**config.mk**
```make
export PLATFORM = sky130hd
export DESIGN_NAME = bit_serial_adder
export DESIGN_NICKNAME = d
export VERILOG_FILES = /design/src/rtl/bit_serial_adder.sv
export SDC_FILE = /design/constraint.sdc
export NUM_CORES = 1
export LEC_CHECK = 0
export CAP_MARGIN = 20
export CORE_ASPECT_RATIO = 0.7
export CORE_MARGIN = 2
export CORE_UTILIZATION = 39
export CTS_BUF_LIST = sky130_fd_sc_hd__clkbuf_8
export CTS_CLUSTER_DIAMETER = 60
export DETAILED_ROUTE_END_ITERATION = 8
export PLACE_DENSITY = 0.7
export SYNTH_ARGS = -nofsm -noshare
export SYNTH_HDL_FRONTEND = slang
export SYNTH_SLANG_ARGS = --single-unit
```
**constraint.sdc**
```tcl
create_clock -name clk -period 2 [get_ports clk]
set_input_delay 0.4 -clock clk [delete_from_list [all_inputs] [get_ports clk]]
set_output_delay 0.4 -clock clk [all_outputs]
set_load 0.05 [all_outputs]
```
**src/rtl/bit_serial_adder.sv**
```systemverilog
// Bit-serial adder/subtractor: one full-adder cell processes one operand bit
// per clock, LSB first. Produces sum, carry-out and signed overflow, with a
// one-cycle done pulse.
module bit_serial_adder #(
  parameter int unsigned WIDTH = 8
) (
  input  logic             clk,
  input  logic             rst,
  input  logic             start,
  input  logic             op,
  input  logic             cin,
  input  logic [WIDTH-1:0] a,
  input  logic [WIDTH-1:0] b,
  output logic             busy,
  output logic             done,
  output logic [WIDTH-1:0] sum,
  output logic             cout,
  output logic             ovf
);

  localparam int unsigned CW = $clog2(WIDTH + 1);

  typedef enum logic [1:0] {
    IDLE  = 2'd0,
    SHIFT = 2'd1,
    DONE  = 2'd2
  } state_e;

  state_e           state_q, state_d;
  logic [WIDTH-1:0] a_q, a_d;
  logic [WIDTH-1:0] b_q, b_d;
  logic [WIDTH-1:0] res_q, res_d;
  logic [WIDTH-1:0] sum_q, sum_d;
  logic [CW-1:0]    cnt_q, cnt_d;
  logic             carry_q, carry_d;
  logic             busy_q, busy_d;
  logic             done_q, done_d;
  logic             cout_q, cout_d;
  logic             ovf_q, ovf_d;

  logic             s_c;
  logic             c_c;
  logic [WIDTH-1:0] res_shift_c;
  logic             load_c;

  // Single full-adder cell on the current LSBs; new bit enters the result MSB
  always_comb begin
    s_c         = a_q[0] ^ b_q[0] ^ carry_q;
    c_c         = (a_q[0] & b_q[0]) | (a_q[0] & carry_q) | (b_q[0] & carry_q);
    res_shift_c = WIDTH'({s_c, res_q} >> 1);
  end

  // Next-state and datapath control
  always_comb begin
    state_d = state_q;
    a_d     = a_q;
    b_d     = b_q;
    res_d   = res_q;
    sum_d   = sum_q;
    cnt_d   = cnt_q;
    carry_d = carry_q;
    busy_d  = busy_q;
    done_d  = 1'b0;
    cout_d  = cout_q;
    ovf_d   = ovf_q;
    load_c  = 1'b0;

    case (state_q)
      IDLE: begin
        if (start) begin
          load_c = 1'b1;
        end
      end
      SHIFT: begin
        a_d     = a_q >> 1;
        b_d     = b_q >> 1;
        carry_d = c_c;
        res_d   = res_shift_c;
        cnt_d   = cnt_q + CW'(1);
        if (cnt_q == CW'(WIDTH - 1)) begin
          // carry_q here is the carry into the MSB
          state_d = DONE;
          sum_d   = res_shift_c;
          cout_d  = c_c;
          ovf_d   = carry_q ^ c_c;
          done_d  = 1'b1;
          busy_d  = 1'b0;
        end
      end
      DONE: begin
        if (start) begin
          load_c = 1'b1;
        end else begin
          state_d = IDLE;
        end
      end
      default: begin
        state_d = IDLE;
      end
    endcase

    // Operand latch; subtract becomes a + ~b + ~cin
    if (load_c) begin
      state_d = SHIFT;
      a_d     = a;
      b_d     = op ? ~b : b;
      carry_d = op ? ~cin : cin;
      res_d   = '0;
      cnt_d   = '0;
      busy_d  = 1'b1;
    end
  end

  // State and datapath registers
  always_ff @(posedge clk or posedge rst) begin
    if (rst) begin
      state_q <= IDLE;
      a_q     <= '0;
      b_q     <= '0;
      res_q   <= '0;
      sum_q   <= '0;
      cnt_q   <= '0;
      carry_q <= 1'b0;
      busy_q  <= 1'b0;
      done_q  <= 1'b0;
      cout_q  <= 1'b0;
      ovf_q   <= 1'b0;
    end else begin
      state_q <= state_d;
      a_q     <= a_d;
      b_q     <= b_d;
      res_q   <= res_d;
      sum_q   <= sum_d;
      cnt_q   <= cnt_d;
      carry_q <= carry_d;
      busy_q  <= busy_d;
      done_q  <= done_d;
      cout_q  <= cout_d;
      ovf_q   <= ovf_d;
    end
  end

  assign busy = busy_q;
  assign done = done_q;
  assign sum  = sum_q;
  assign cout = cout_q;
  assign ovf  = ovf_q;

endmodule

```
# Yosys cells after proc, flatten, opt, wreduce, memory -nomap -nowiden
# Index checks and enable logic that the tools add are counted.
# word_totals
reg_bits,43
inputBits,21
wordCells,58
# classes
addsub,1
n_eq_ne,6
n_mux,23
bitwise,10
n_reduce_logical,7
# ops
operator,count
$mux 8,7
$mux 1,10
$mux 4,2
$not 8->8,1
$mux 2,3
$ne 3x3->1 const B,2
$pmux 2 s3,1
$add 4x1->4 const B,1
$eq 4x3->1 const B,1
$reduce_and 2->1,2
$reduce_bool 2->1,2
$and 1x1->1,3
$reduce_and 3->1,1
$xor 1x1->1,3
$eq 2x1->1 const B,1
$eq 2x2->1 const B,1
$logic_not 2->1,1
$ne 2x2->1 const B,1
$or 1x1->1,2
$reduce_or 2->1,1
$not 1->1,1

# Depth between registers and ports, before layout
# logic_depth
depth_word,5
mapped_depth,5

# Worst setup path before layout
# Ideal clock, no wire load.
# synth_path
kind,register -> register
start,register cnt_q[0]
end,"register cout_q, in the netlist cout"
arrival_ns,1.366
slack_ns,0.509
path_stages_with_launch,6
cell_sequence,dfrtp_1 -> ha_1 -> nand2_1 -> nor3b_4 -> buf_6 -> mux2_2
# synth_between
elab_chain_cells,2
# synth_rtl
element,line,text
from (decl),34,"logic [CW-1:0] cnt_q, cnt_d;"
from (signal assigned),134,cnt_q <= cnt_d;
$eq 4x3->1,80,if (cnt_q == CW'(WIDTH - 1)) begin
$reduce_and 2->1 (no source line),-,
to (signal assigned),138,cout_q <= cout_d;
to (decl),38,"logic cout_q, cout_d;"
# No other way between the ends.
# A chain may end at the register's enable or synchronous reset.

# Worst setup path after layout
# layout_path
start,"register sum_q[5], in the netlist sum[5]"
end,output port sum[5]
# layout_lines
element,line,text
from (decl),33,"logic [WIDTH-1:0] sum_q, sum_d;"
from (signal assigned),133,sum_q <= sum_d;
to (decl),16,"output logic [WIDTH-1:0] sum,"
# No word-level cell between the ends.

==> impl_metrics.prom <==
# TYPE chip_impl_metric gauge
chip_impl_info{name="min-delay-start",value="a_q[6]$_DFFE_PP0P_"} 1
chip_impl_metric{name="routed-via-count",unit=""} 1166
chip_impl_info{name="worstReg2RegStart",value="state_q[0]$_DFFE_PP0P_"} 1
chip_impl_metric{name="synth_xor_area_share",unit="%"} 5.411
chip_impl_metric{name="synth_simple_gate_area_share",unit="%"} 6.184
chip_impl_info{name="worstSetupStartpointType",value="flop"} 1
chip_impl_metric{name="power_per_cell_area",unit="mW/mm^2"} 1607
chip_impl_metric{name="final.min_clock_period",unit="ns"} 1.866
chip_impl_metric{name="area_growth",unit="%"} 26.28
chip_impl_metric{name="timing.critical_path.fanout_max",unit=""} 2
chip_impl_metric{name="postCtsSetupRepairBufs",unit=""} 0
chip_impl_metric{name="worst_slew_pin_slew",unit="ns"} 0.9719
chip_impl_metric{name="drcViolationCount",unit=""} 0
chip_impl_info{name="hold_path_end",value="a_q[6]$_DFFE_PP0P_"} 1
chip_impl_metric{name="final.period_utilization",unit="%"} 93.31
chip_impl_metric{name="critical_path.n_buffers_inverters",unit=""} 1
chip_impl_metric{name="worst_hold_slack",unit="ns"} 0.4844
chip_impl_info{name="yosys-top-cells-area",value="sky130_fd_sc_hd__dfrtp_1, sky130_fd_sc_hd__a22o_1, sky130_fd_sc_hd__mux2_2"} 1
chip_impl_metric{name="detail_route.vias_per_cell",unit=""} 5.205
chip_impl_info{name="timing.critical_path.cells",value="clkdlybuf4s50_1"} 1
chip_impl_metric{name="max-clock-path-buffers",unit=""} 2
chip_impl_metric{name="avgRoutedWirePerCell",unit="um"} 14.84
chip_impl_metric{name="delay_of_the_slowest_critical_path_stage",unit="ns"} 0.81
chip_impl_info{name="cts_tree",value="yes"} 1
chip_impl_metric{name="synthAdderAreaFrac",unit="%"} 1.827
chip_impl_metric{name="timing.hold.worst_path_depth",unit=""} 1
chip_impl_metric{name="portBuffers",unit=""} 32
chip_impl_metric{name="floorplan.core_area",unit="sq mm"} 0.004354
chip_impl_metric{name="cap_viol_max_count",unit=""} 0
chip_impl_info{name="synthDominantAreaCellType",value="sky130_fd_sc_hd__dfrtp_1"} 1
chip_impl_metric{name="clock_latency",unit="ns"} 0.30
chip_impl_metric{name="postLayoutCoreUtil",unit="%"} 51.64
chip_impl_metric{name="synth_compound_area_share",unit="%"} 16.87
chip_impl_metric{name="pre_cts_ws",unit="ns"} -0.08214
chip_impl_metric{name="final_global_route_overflow_total",unit=""} 0
chip_impl_info{name="status",value="complete, no violations"} 1
chip_impl_info{name="critical_path.slowest_cell",value="sky130_fd_sc_hd__clkdlybuf4s50_1"} 1
chip_impl_metric{name="max-slew-margin-rel",unit="%"} 35.14
chip_impl_metric{name="core.rowCount",unit=""} 20
chip_impl_info{name="buffer_cell_driving_the_clock_tree_root",value="sky130_fd_sc_hd__clkbuf_8"} 1
chip_impl_metric{name="hold_buffers",unit=""} 0
chip_impl_metric{name="placed_cells_incl_taps",unit=""} 216
chip_impl_metric{name="insertedDiodeCount",unit=""} 0
chip_impl_metric{name="clkTransAtPathRegs",unit="ns"} 0.08
chip_impl_metric{name="crit_required",unit="ns"} 1.60
chip_impl_metric{name="arrival",unit="ns"} 1.47
chip_impl_metric{name="die-area",unit="sq mm"} 0.005130
chip_impl_metric{name="netlist_area",unit="sq mm"} 0.001780
chip_impl_metric{name="final-setup-viol-count",unit=""} 0
chip_impl_metric{name="cts_num_sinks",unit=""} 42
chip_impl_metric{name="maxSlewViolCount",unit=""} 0
chip_impl_info{name="worstSetupPathType",value="flop to output pin"} 1
chip_impl_metric{name="power.ir.vdd_worst",unit="mV"} 0.6613
chip_impl_metric{name="gp_congestion",unit=""} 0.6681
chip_impl_metric{name="dpl_cell_area",unit="sq mm"} 0.002157
chip_impl_metric{name="start_util",unit="%"} 40.89
chip_impl_metric{name="detailed_place_hpwl",unit="mm"} 2.249
chip_impl_info{name="rsz0062_at_grt",value="false"} 1
chip_impl_metric{name="io_pins",unit=""} 33
chip_impl_metric{name="grt_first_pass_wirelength",unit="mm"} 5.540
chip_impl_info{name="worstSetupEndpointType",value="output pin"} 1
chip_impl_metric{name="fin_ws",unit="ns"} 0.1337
chip_impl_metric{name="die_h",unit="um"} 60.53
chip_impl_metric{name="clock_buffer_count_from_cts",unit=""} 5
chip_impl_metric{name="drt_first_iter_violations",unit=""} 94
chip_impl_metric{name="post_synth_mux_area_share",unit="%"} 7.449
chip_impl_metric{name="postSynthRegisterBits",unit=""} 42
chip_impl_metric{name="timing.fmax",unit="GHz"} 0.5358
chip_impl_metric{name="width_of_the_chip",unit="um"} 84.76
chip_impl_metric{name="reg2reg_slack",unit="ns"} 0.28
chip_impl_metric{name="yosys_warnings",unit=""} 0
chip_impl_metric{name="synth_cell_type_count",unit=""} 24
chip_impl_metric{name="grt.total_usage",unit="%"} 14.50
chip_impl_metric{name="grt_max_degree",unit=""} 43
chip_impl_metric{name="initial_antenna_violation_count",unit=""} 0
chip_impl_metric{name="net_total_in_the_final_layout",unit=""} 191
chip_impl_metric{name="routed_wirelength",unit="mm"} 3.325
chip_impl_metric{name="timing.clock.skew",unit="ns"} 0.005665
chip_impl_metric{name="final_layout_size_suffix_gt1_share",unit="%"} 14.20
chip_impl_info{name="critical_path.top_delay_family",value="buffers and inverters"} 1
chip_impl_metric{name="reg2regPathDepth",unit=""} 3
chip_impl_metric{name="syn_area_per_cell",unit="sq um"} 13.39
chip_impl_metric{name="postSynthNetCount",unit=""} 156
chip_impl_metric{name="syn_inst",unit=""} 133
chip_impl_metric{name="fillerInstances",unit=""} 388
chip_impl_metric{name="synth_sequential_area_ratio",unit="%"} 59.03
chip_impl_metric{name="timing.final.hold_violations",unit=""} 0
chip_impl_metric{name="drtAntennaViolNets",unit=""} 0
chip_impl_info{name="reg2reg_to",value="b_q[7]$_DFFE_PP0P_"} 1
chip_impl_metric{name="grt_pass1_vias",unit=""} 1144
chip_impl_metric{name="cts-resized-gates",unit=""} 0
chip_impl_metric{name="leakage",unit="nW"} 1.047
chip_impl_info{name="main_combinational_cell_family_by_area_after_synthesis",value="compound AO/OA/AOI/OAI gates"} 1
chip_impl_metric{name="fin_cells",unit=""} 224
chip_impl_metric{name="drt_pass1_iterations",unit=""} 4
chip_impl_info{name="timing.hold.worst.class",value="flop to flop"} 1
chip_impl_metric{name="htree_num_levels",unit=""} 2
chip_impl_metric{name="fin_area",unit="sq mm"} 0.002248
chip_impl_metric{name="yosysTopAreaCellShare",unit="%"} 59.03
[metrics by stage]
| stage | setup TNS (ns) | power (mW) |
|---|---|---|
| detailed placement | -1.038 | 3.078 |
| global placement | 0 | 3.011 |
| global route | 0 | 3.864 |
| floorplan | 0 | 2.627 |
| finish | 0 | 3.613 |
| CTS | 0 | 3.644 |
[worst register-to-register path: cells and delay by family (launching register included)]
kind | cells | cell delay [ns]
compound gates | 1 | 0.29
simple gates | 2 | 0.97
flops | 1 | 0.39
[layer usage]
metal / vias up / share of wire, % / global-route usage (%)
met2: 38 / 43 / 21.60
met5: - / 0 / 0
li1: 551 / - / -
met1: 569 / 48 / 19.42
met3: 8 / 7.2 / 6.259
met4: 0 / 1.4 / 4.762
[layout make-up]
cell class	count	area [sq um]	area share (%)
clock inverters	2	8.758	0.3895
inverters	2	7.507	0.3339
repair buffers	37	357.8	15.92
clock buffers	6	82.58	3.673
multi-input cells	80	671.9	29.88
flip-flops and latches	42	1051	46.74
well taps	55	68.82	3.061
[power by group]
part           switching, mW  total (mW)  internal [mW]
Combinational          0.855        1.60          0.741
Clock                  0.282       0.555          0.273
Sequential             0.246        1.46           1.22
Total                   1.38        3.61           2.23
[layout by cell type (no fill, tap or decap), drive strengths merged, types with 3 or more instances in the layout]
master	count
inv	3
a22o	18
xnor2	9
clkbuf	6
dfrtp	42
clkdlybuf4s50	32
nand2	3
a21o	7
mux2	10
buf	5
a221o	8
nor2	10
[flip-flops by register name, summed over array words and instances, names as in the netlist]
register,flops
a_q,8
b_q,8
busy,1
carry_q,1
cnt_q,4
cout,1
done,1
ovf,1
res_q,7
state_q,2
sum,8
[cells in the mapped netlist]
master / count
sky130_fd_sc_hd__mux2_2: 10
sky130_fd_sc_hd__mux2i_1: 2
sky130_fd_sc_hd__a22o_1: 18
sky130_fd_sc_hd__xor2_1: 2
sky130_fd_sc_hd__clkbuf_1: 1
sky130_fd_sc_hd__ha_1: 1
sky130_fd_sc_hd__xnor2_1: 9
sky130_fd_sc_hd__nor2_1: 9
sky130_fd_sc_hd__nand4_1: 1
sky130_fd_sc_hd__buf_2: 7
sky130_fd_sc_hd__a221o_1: 8
sky130_fd_sc_hd__nand2b_1: 1
sky130_fd_sc_hd__a21o_1: 7
sky130_fd_sc_hd__o21ai_0: 2
sky130_fd_sc_hd__nor3b_1: 1
sky130_fd_sc_hd__nand2_1: 3
sky130_fd_sc_hd__dfrtp_1: 42
sky130_fd_sc_hd__inv_1: 2
sky130_fd_sc_hd__nor2b_1: 2
sky130_fd_sc_hd__and2b_1: 1
sky130_fd_sc_hd__fa_1: 1
sky130_fd_sc_hd__buf_6: 1
sky130_fd_sc_hd__nor3b_4: 1
sky130_fd_sc_hd__nor2_2: 1
[worst max path at each step]
stage / start / depth (start not counted) / slack [ns] / to
after floorplan: cnt_q[0]$_DFFE_PP0P_ / 5 / 0.51 / cout$_DFFE_PP0P_
after global placement: start / 4 / 0.01 / carry_q$_DFFE_PP0P_
after detailed placement: start / 4 / -0.08 / b_q[7]$_DFFE_PP0P_
after CTS: sum[5]$_DFFE_PP0P_ / 1 / 0.11 / sum[5]
after global routing: sum[5]$_DFFE_PP0P_ / 1 / 0.06 / sum[5]
final: sum[5]$_DFFE_PP0P_ / 1 / 0.13 / sum[5]
[cells by family after synthesis]
| logic type | Yosys count |
|---|---|
| AND/OR/NAND/NOR | 20 |
| XOR/XNOR | 11 |
| adder cells (fa/ha/maj) | 2 |
| flip-flops | 42 |
| multiplexers | 12 |
| buffers and inverters | 11 |
| AO/OA/AOI/OAI | 35 |
No activity file was read; power rests on OpenSTA's default activity.
